`config.mk`:
```
export PLATFORM = sky130hd
export DESIGN_NAME = fifo_wr_arbiter
export DESIGN_NICKNAME = d
export VERILOG_FILES = /design/src/rtl/async_fifo_package.sv /design/src/rtl/rr_pick.sv /design/src/rtl/fifo_wr_arbiter.sv
export SDC_FILE = /design/constraint.sdc
export NUM_CORES = 1
export LEC_CHECK = 0
export BUFFER_PORTS_ARGS = -buffer_cell sky130_fd_sc_hd__buf_4
export CAP_MARGIN = 20
export CORE_ASPECT_RATIO = 0.6
export CORE_MARGIN = 8
export CORE_UTILIZATION = 25
export DETAILED_ROUTE_END_ITERATION = 8
export SYNTH_ARGS = -nofsm -noshare
export SYNTH_HDL_FRONTEND = slang
export SYNTH_HIERARCHICAL = 1
export SYNTH_SLANG_ARGS = --single-unit
```
`constraint.sdc`:
```
create_clock -name clk -period 1.97 [get_ports clk]
set_input_delay 0.0985 -clock clk [delete_from_list [all_inputs] [get_ports clk]]
set_output_delay 0.0985 -clock clk [all_outputs]
set_load 0.005 [all_outputs]
```
`src/rtl/async_fifo_package.sv`:
```
// Shared types and default sizing for the FIFO write-port arbiter.
package async_fifo_package;

  localparam int unsigned DEF_NUM_REQ    = 4;
  localparam int unsigned DEF_DATA_WIDTH = 8;
  localparam int unsigned DEF_MAX_BURST  = 16;

  typedef enum logic {
    IDLE  = 1'b0,
    GRANT = 1'b1
  } arb_state_t;

endpackage

```
`src/rtl/rr_pick.sv`:
```
// Round-robin winner search: first valid requester starting at rr_ptr, wrapping modulo NUM_REQ.
module rr_pick
  import async_fifo_package::*;
#(
  parameter int unsigned NUM_REQ = DEF_NUM_REQ,
  localparam int unsigned ID_W   = $clog2(NUM_REQ)
) (
  input  logic [NUM_REQ-1:0] req_valid,
  input  logic [ID_W-1:0]    rr_ptr,
  output logic [ID_W-1:0]    winner,
  output logic               any_req
);

  always_comb begin
    winner  = '0;
    any_req = 1'b0;
    for (int unsigned i = 0; i < NUM_REQ; i++) begin
      if (!any_req && req_valid[(32'(rr_ptr) + i) % NUM_REQ]) begin
        winner  = ID_W'((32'(rr_ptr) + i) % NUM_REQ);
        any_req = 1'b1;
      end
    end
  end

endmodule

```
`src/rtl/fifo_wr_arbiter.sv`:
```
// Burst-granular round-robin arbiter steering NUM_REQ beat streams into one FIFO write port.
module fifo_wr_arbiter
  import async_fifo_package::*;
#(
  parameter int unsigned NUM_REQ    = DEF_NUM_REQ,
  parameter int unsigned DATA_WIDTH = DEF_DATA_WIDTH,
  parameter int unsigned MAX_BURST  = DEF_MAX_BURST
) (
  input  logic                          clk,
  input  logic                          rst,
  input  logic [NUM_REQ-1:0]            req_valid,
  input  logic [NUM_REQ*DATA_WIDTH-1:0] req_data,
  input  logic [NUM_REQ-1:0]            req_last,
  output logic [NUM_REQ-1:0]            req_ready,
  output logic                          fifo_w_valid,
  output logic [DATA_WIDTH-1:0]         fifo_w_data,
  input  logic                          fifo_w_ready,
  output logic [$clog2(NUM_REQ)-1:0]    grant_id,
  output logic                          busy,
  output logic                          trunc
);

  localparam int unsigned ID_W  = $clog2(NUM_REQ);
  localparam int unsigned CNT_W = $clog2(MAX_BURST);

  arb_state_t       state_q, state_d;
  logic [ID_W-1:0]  rr_ptr_q, rr_ptr_d;
  logic [ID_W-1:0]  grant_id_q, grant_id_d;
  logic [CNT_W-1:0] beat_cnt_q, beat_cnt_d;
  logic             trunc_q, trunc_d;

  logic [ID_W-1:0]  pick_id;
  logic             pick_any;
  logic             own_valid;
  logic             own_last;
  logic             accept;
  logic             at_max;

  rr_pick #(.NUM_REQ(NUM_REQ)) u_rr_pick (
    .req_valid (req_valid),
    .rr_ptr    (rr_ptr_q),
    .winner    (pick_id),
    .any_req   (pick_any)
  );

  // Owner mux; handshake is suppressed during reset so nothing is accepted in that cycle.
  always_comb begin
    own_valid    = req_valid[grant_id_q];
    own_last     = req_last[grant_id_q];
    fifo_w_data  = req_data[32'(grant_id_q)*DATA_WIDTH +: DATA_WIDTH];
    fifo_w_valid = 1'b0;
    req_ready    = '0;
    busy         = (state_q == GRANT);
    if (state_q == GRANT && !rst) begin
      fifo_w_valid          = own_valid;
      req_ready[grant_id_q] = fifo_w_ready;
    end
    accept = fifo_w_valid && fifo_w_ready;
    at_max = (beat_cnt_q == CNT_W'(MAX_BURST - 1));
  end

  always_comb begin
    state_d    = state_q;
    rr_ptr_d   = rr_ptr_q;
    grant_id_d = grant_id_q;
    beat_cnt_d = beat_cnt_q;
    trunc_d    = 1'b0;
    case (state_q)
      IDLE: begin
        if (pick_any) begin
          grant_id_d = pick_id;
          beat_cnt_d = '0;
          state_d    = GRANT;
        end
      end
      GRANT: begin
        if (accept) begin
          if (own_last || at_max) begin
            state_d    = IDLE;
            rr_ptr_d   = (grant_id_q == ID_W'(NUM_REQ - 1)) ? '0 : grant_id_q + ID_W'(1);
            beat_cnt_d = '0;
            trunc_d    = !own_last;
          end else begin
            beat_cnt_d = beat_cnt_q + CNT_W'(1);
          end
        end
      end
      default: state_d = IDLE;
    endcase
  end

  always_ff @(posedge clk) begin
    if (rst) begin
      state_q    <= IDLE;
      rr_ptr_q   <= '0;
      grant_id_q <= '0;
      beat_cnt_q <= '0;
      trunc_q    <= 1'b0;
    end else begin
      state_q    <= state_d;
      rr_ptr_q   <= rr_ptr_d;
      grant_id_q <= grant_id_d;
      beat_cnt_q <= beat_cnt_d;
      trunc_q    <= trunc_d;
    end
  end

  assign grant_id = grant_id_q;
  assign trunc    = trunc_q;

endmodule
```
==> metrics.log <==
[metrics] post-cts resize count: 0
[metrics] worst-case hold slack: 0.09791 ns
[metrics] x dimension of the die: 91.59 µm
[metrics] maximum number of pins on one net before global-route repair: 14
[metrics] standard cell with the maximum stage delay on the critical path: mux4_2
[metrics] Arrival @ worst endpoint: 1.58 ns
[metrics] die area: 5620 µm²
[metrics] net count of the finished layout: 200
[metrics] buffers from clock root to sink, at most: 2
[metrics] cell row count: 16
[metrics] Synth Warn #: 6
[metrics] RSZ-0062 raised after global routing: false
[metrics] Synth Instances: 87
[metrics] Req. time, crit path: about 1.9 ns
[metrics] Worst path most repeated cell: buf_4
[metrics] critical path capture point type: output pin
[metrics] Area contributors post-synth: mux4_2, dfxtp_1, ha_1, a21oi_1, o21ai_0
[metrics] final estimated routing congestion in global placement: between 0.8 and 0.9
[metrics] Layout fillers: 335
[metrics] residual overflow from global routing: 0
[metrics] Max H-tree Level: 1
[metrics] number of iterations in the first detailed-routing pass: 4
[metrics] antenna violation net count after detailed routing: 0
[metrics] root cell of the clock tree: clkbuf_8
[metrics] Vias per Instance: between 4 and 5
[metrics] max frequency: 0.5948 GHz
[metrics] Fin Setup TNS: 0 ns
[metrics] Avg Cell Area, Syn: 9.851 µm²
[metrics] hold buffers post-CTS: 0
[metrics] global-route total usage across every layer: 11.11%
[metrics] Worst Path Max Fanout: 13
[metrics] commonest cells in the netlist: dfxtp_1, mux4_2, nor2_1
[metrics] post-layout min period: ~1.7 ns
[metrics] clock skew: 0.002866 ns
[metrics] max incr delay on CP: 0.53 ns
[metrics] proportion of synthesized flip-flops having asynchronous set or reset: 0%
[metrics] cell taking the most area after synthesis: mux4_2
[metrics] # DRC: 0
[metrics] Tightest Hold Check Type: in2reg
[metrics] setup bufs post-CTS: 0
[metrics] IR drop worst, VDD: 0.0002790 V
[metrics] share of the synthesized area in the top cell type: approximately a quarter
[metrics] count of flip-flops with a built-in enable after synthesis: 0
[metrics] type of the worst setup path: reg2out
[metrics] fraction of final layout cells sized beyond drive strength 1: 54.30%
[metrics] DIE HEIGHT: 61.36 µm
[metrics] PwrDens: just under 500 nW/µm²
[metrics] sequence of cells on the critical path: buf_4 > mux4_2 > buf_4
[metrics] ys flop type: dfxtp_1
[metrics] core footprint: 3263 µm²
[metrics] distinct cell type count after synthesis: 29
[metrics] leakage power total: 0.6465 nW
[metrics] area overhead of the layout relative to synthesis: 66.13%
[metrics] transition time at the pin with the least slew margin: 0.4639 ns
[metrics] clock latency at the later pin of the worst-skew pair: 0.23 ns
[metrics] CP bufs+invs: 2
[metrics] vias in the first global route: 994
[metrics] CP Launch Type: register
[metrics] number of synthesized register bits: 10
[metrics] clk slew on worst S/H paths: 0.05 ns
[metrics] Num CTS Buffers: 3
[metrics] final-report setup violation count: 0
[metrics] antenna violations before repair: 0
[metrics] clk sink count: 10
[metrics] starting utilization of the core area: approximately a quarter
[metrics] final count of hold timing violations: 0
[metrics] family with the most delay on the worst path: multiplexers
[metrics] HPWL after detailed placement: a little under 3 mm
[metrics] post-route fraction of the period consumed by the critical path: a little under nine tenths
[metrics] number of vias in the routed layout: 950
[metrics] net count after synthesis: 135
[metrics] WL per Instance: 17.36 µm
[metrics] Max Cap Viol: 0
[metrics] final number of max-transition violations: 0
[metrics] remaining max-slew budget at the tightest pin: 69.01%
[metrics] DRC violation total after the first TritonRoute iteration: 97
[metrics] CTS tree: built
[metrics] part of the Yosys area used for sequential elements: 23.36%
[metrics] wire length of the first global-routing pass: between 4 and 5 mm
[metrics] count of buffers from port buffering: 59
[metrics] run status: completed
[metrics] Top-Level Pins: 60
[metrics] wirelength, routed: ~3.4 mm
[metrics] total standard cell area after synthesis: 857.1 µm²
[metrics] Antenna Cells: 0
==> through the flow <==
step | setup slack (ns) | utilization, % | power (mW) | instance area [µm²] | std cells
floorplan | 0.2811 | - | 0.3061 | 857.1 | 87
global placement | 0.3267 | 41.95 | 0.4290 | 1369 | 192
detailed placement | 0.2928 | 41.95 | 0.4359 | 1369 | 192
CTS | 0.2579 | 43.64 | 0.6940 | 1424 | 196
global route | 0.2003 | 43.64 | 0.7222 | 1424 | 196
finish | 0.2889 | 43.64 | 0.6882 | 1424 | 196
==> metal layers <==
layer / track usage, % / part of all wire, %
met5: 0 / 0
met4: 2.079 / 0.38
met3: 2.676 / 6.7
met2: 19.27 / 53
met1: 13.95 / 40
==> sequential cells by signal (all words and copies together) (netlist names) <==
name        count
rr_ptr_q        2
busy            1
trunc           1
grant_id        2
beat_cnt_q      4
==> layout make-up <==
type	instances	area, µm²	share of cell area [%]
Multi-Input combinational cell	67	616.8	43.32
Timing Repair Buffer	62	465.4	32.69
Sequential cell	10	200.2	14.06
Tap cell	45	56.30	3.954
Clock buffer	4	55.05	3.866
Inverter	8	30.03	2.109
==> report_power, final <==
part	switching [mW]	internal (mW)	total [mW]	leakage [nW]
Clock	0.0812	0.176	0.257	0.0288
Combinational	0.0823	0.133	0.215	0.536
Sequential	0.00782	0.209	0.216	0.0813
==> placed cells by master (no fill, tap or decap), drive strengths merged, types with 2 or more instances in the layout <==
| master | count |
|---|---|
| and3 | 4 |
| nand2b | 3 |
| o21ai | 7 |
| clkbuf | 4 |
| ha | 5 |
| dfxtp | 10 |
| inv | 8 |
| nand3 | 2 |
| nor2b | 5 |
| buf | 62 |
| mux4 | 10 |
| nand2 | 2 |
| a21oi | 7 |
| nor2 | 9 |
==> cell families after synthesis <==
group	after synthesis	share of synthesized area [%]
DFF	10	23.36
adders and majority gates	5	7.299
and+or+nand+nor	30	19.27
AOI/OAI and AO/OA	21	17.37
muxes	11	28.03
buffers and inverters	10	4.672
==> final timing paths <==
kind                       from              to  slack [ns]  cells past startpoint
setup / recovery    grant_id[0]  fifo_w_data[2]        0.29                      3
hold / removal              rst     grant_id[1]         0.1                      2
setup reg to reg    grant_id[0]     rr_ptr_q[1]        0.29                      4
hold reg to reg   beat_cnt_q[1]   beat_cnt_q[1]        0.51                      2
Note: power is estimated with default switching activity, not from simulation.
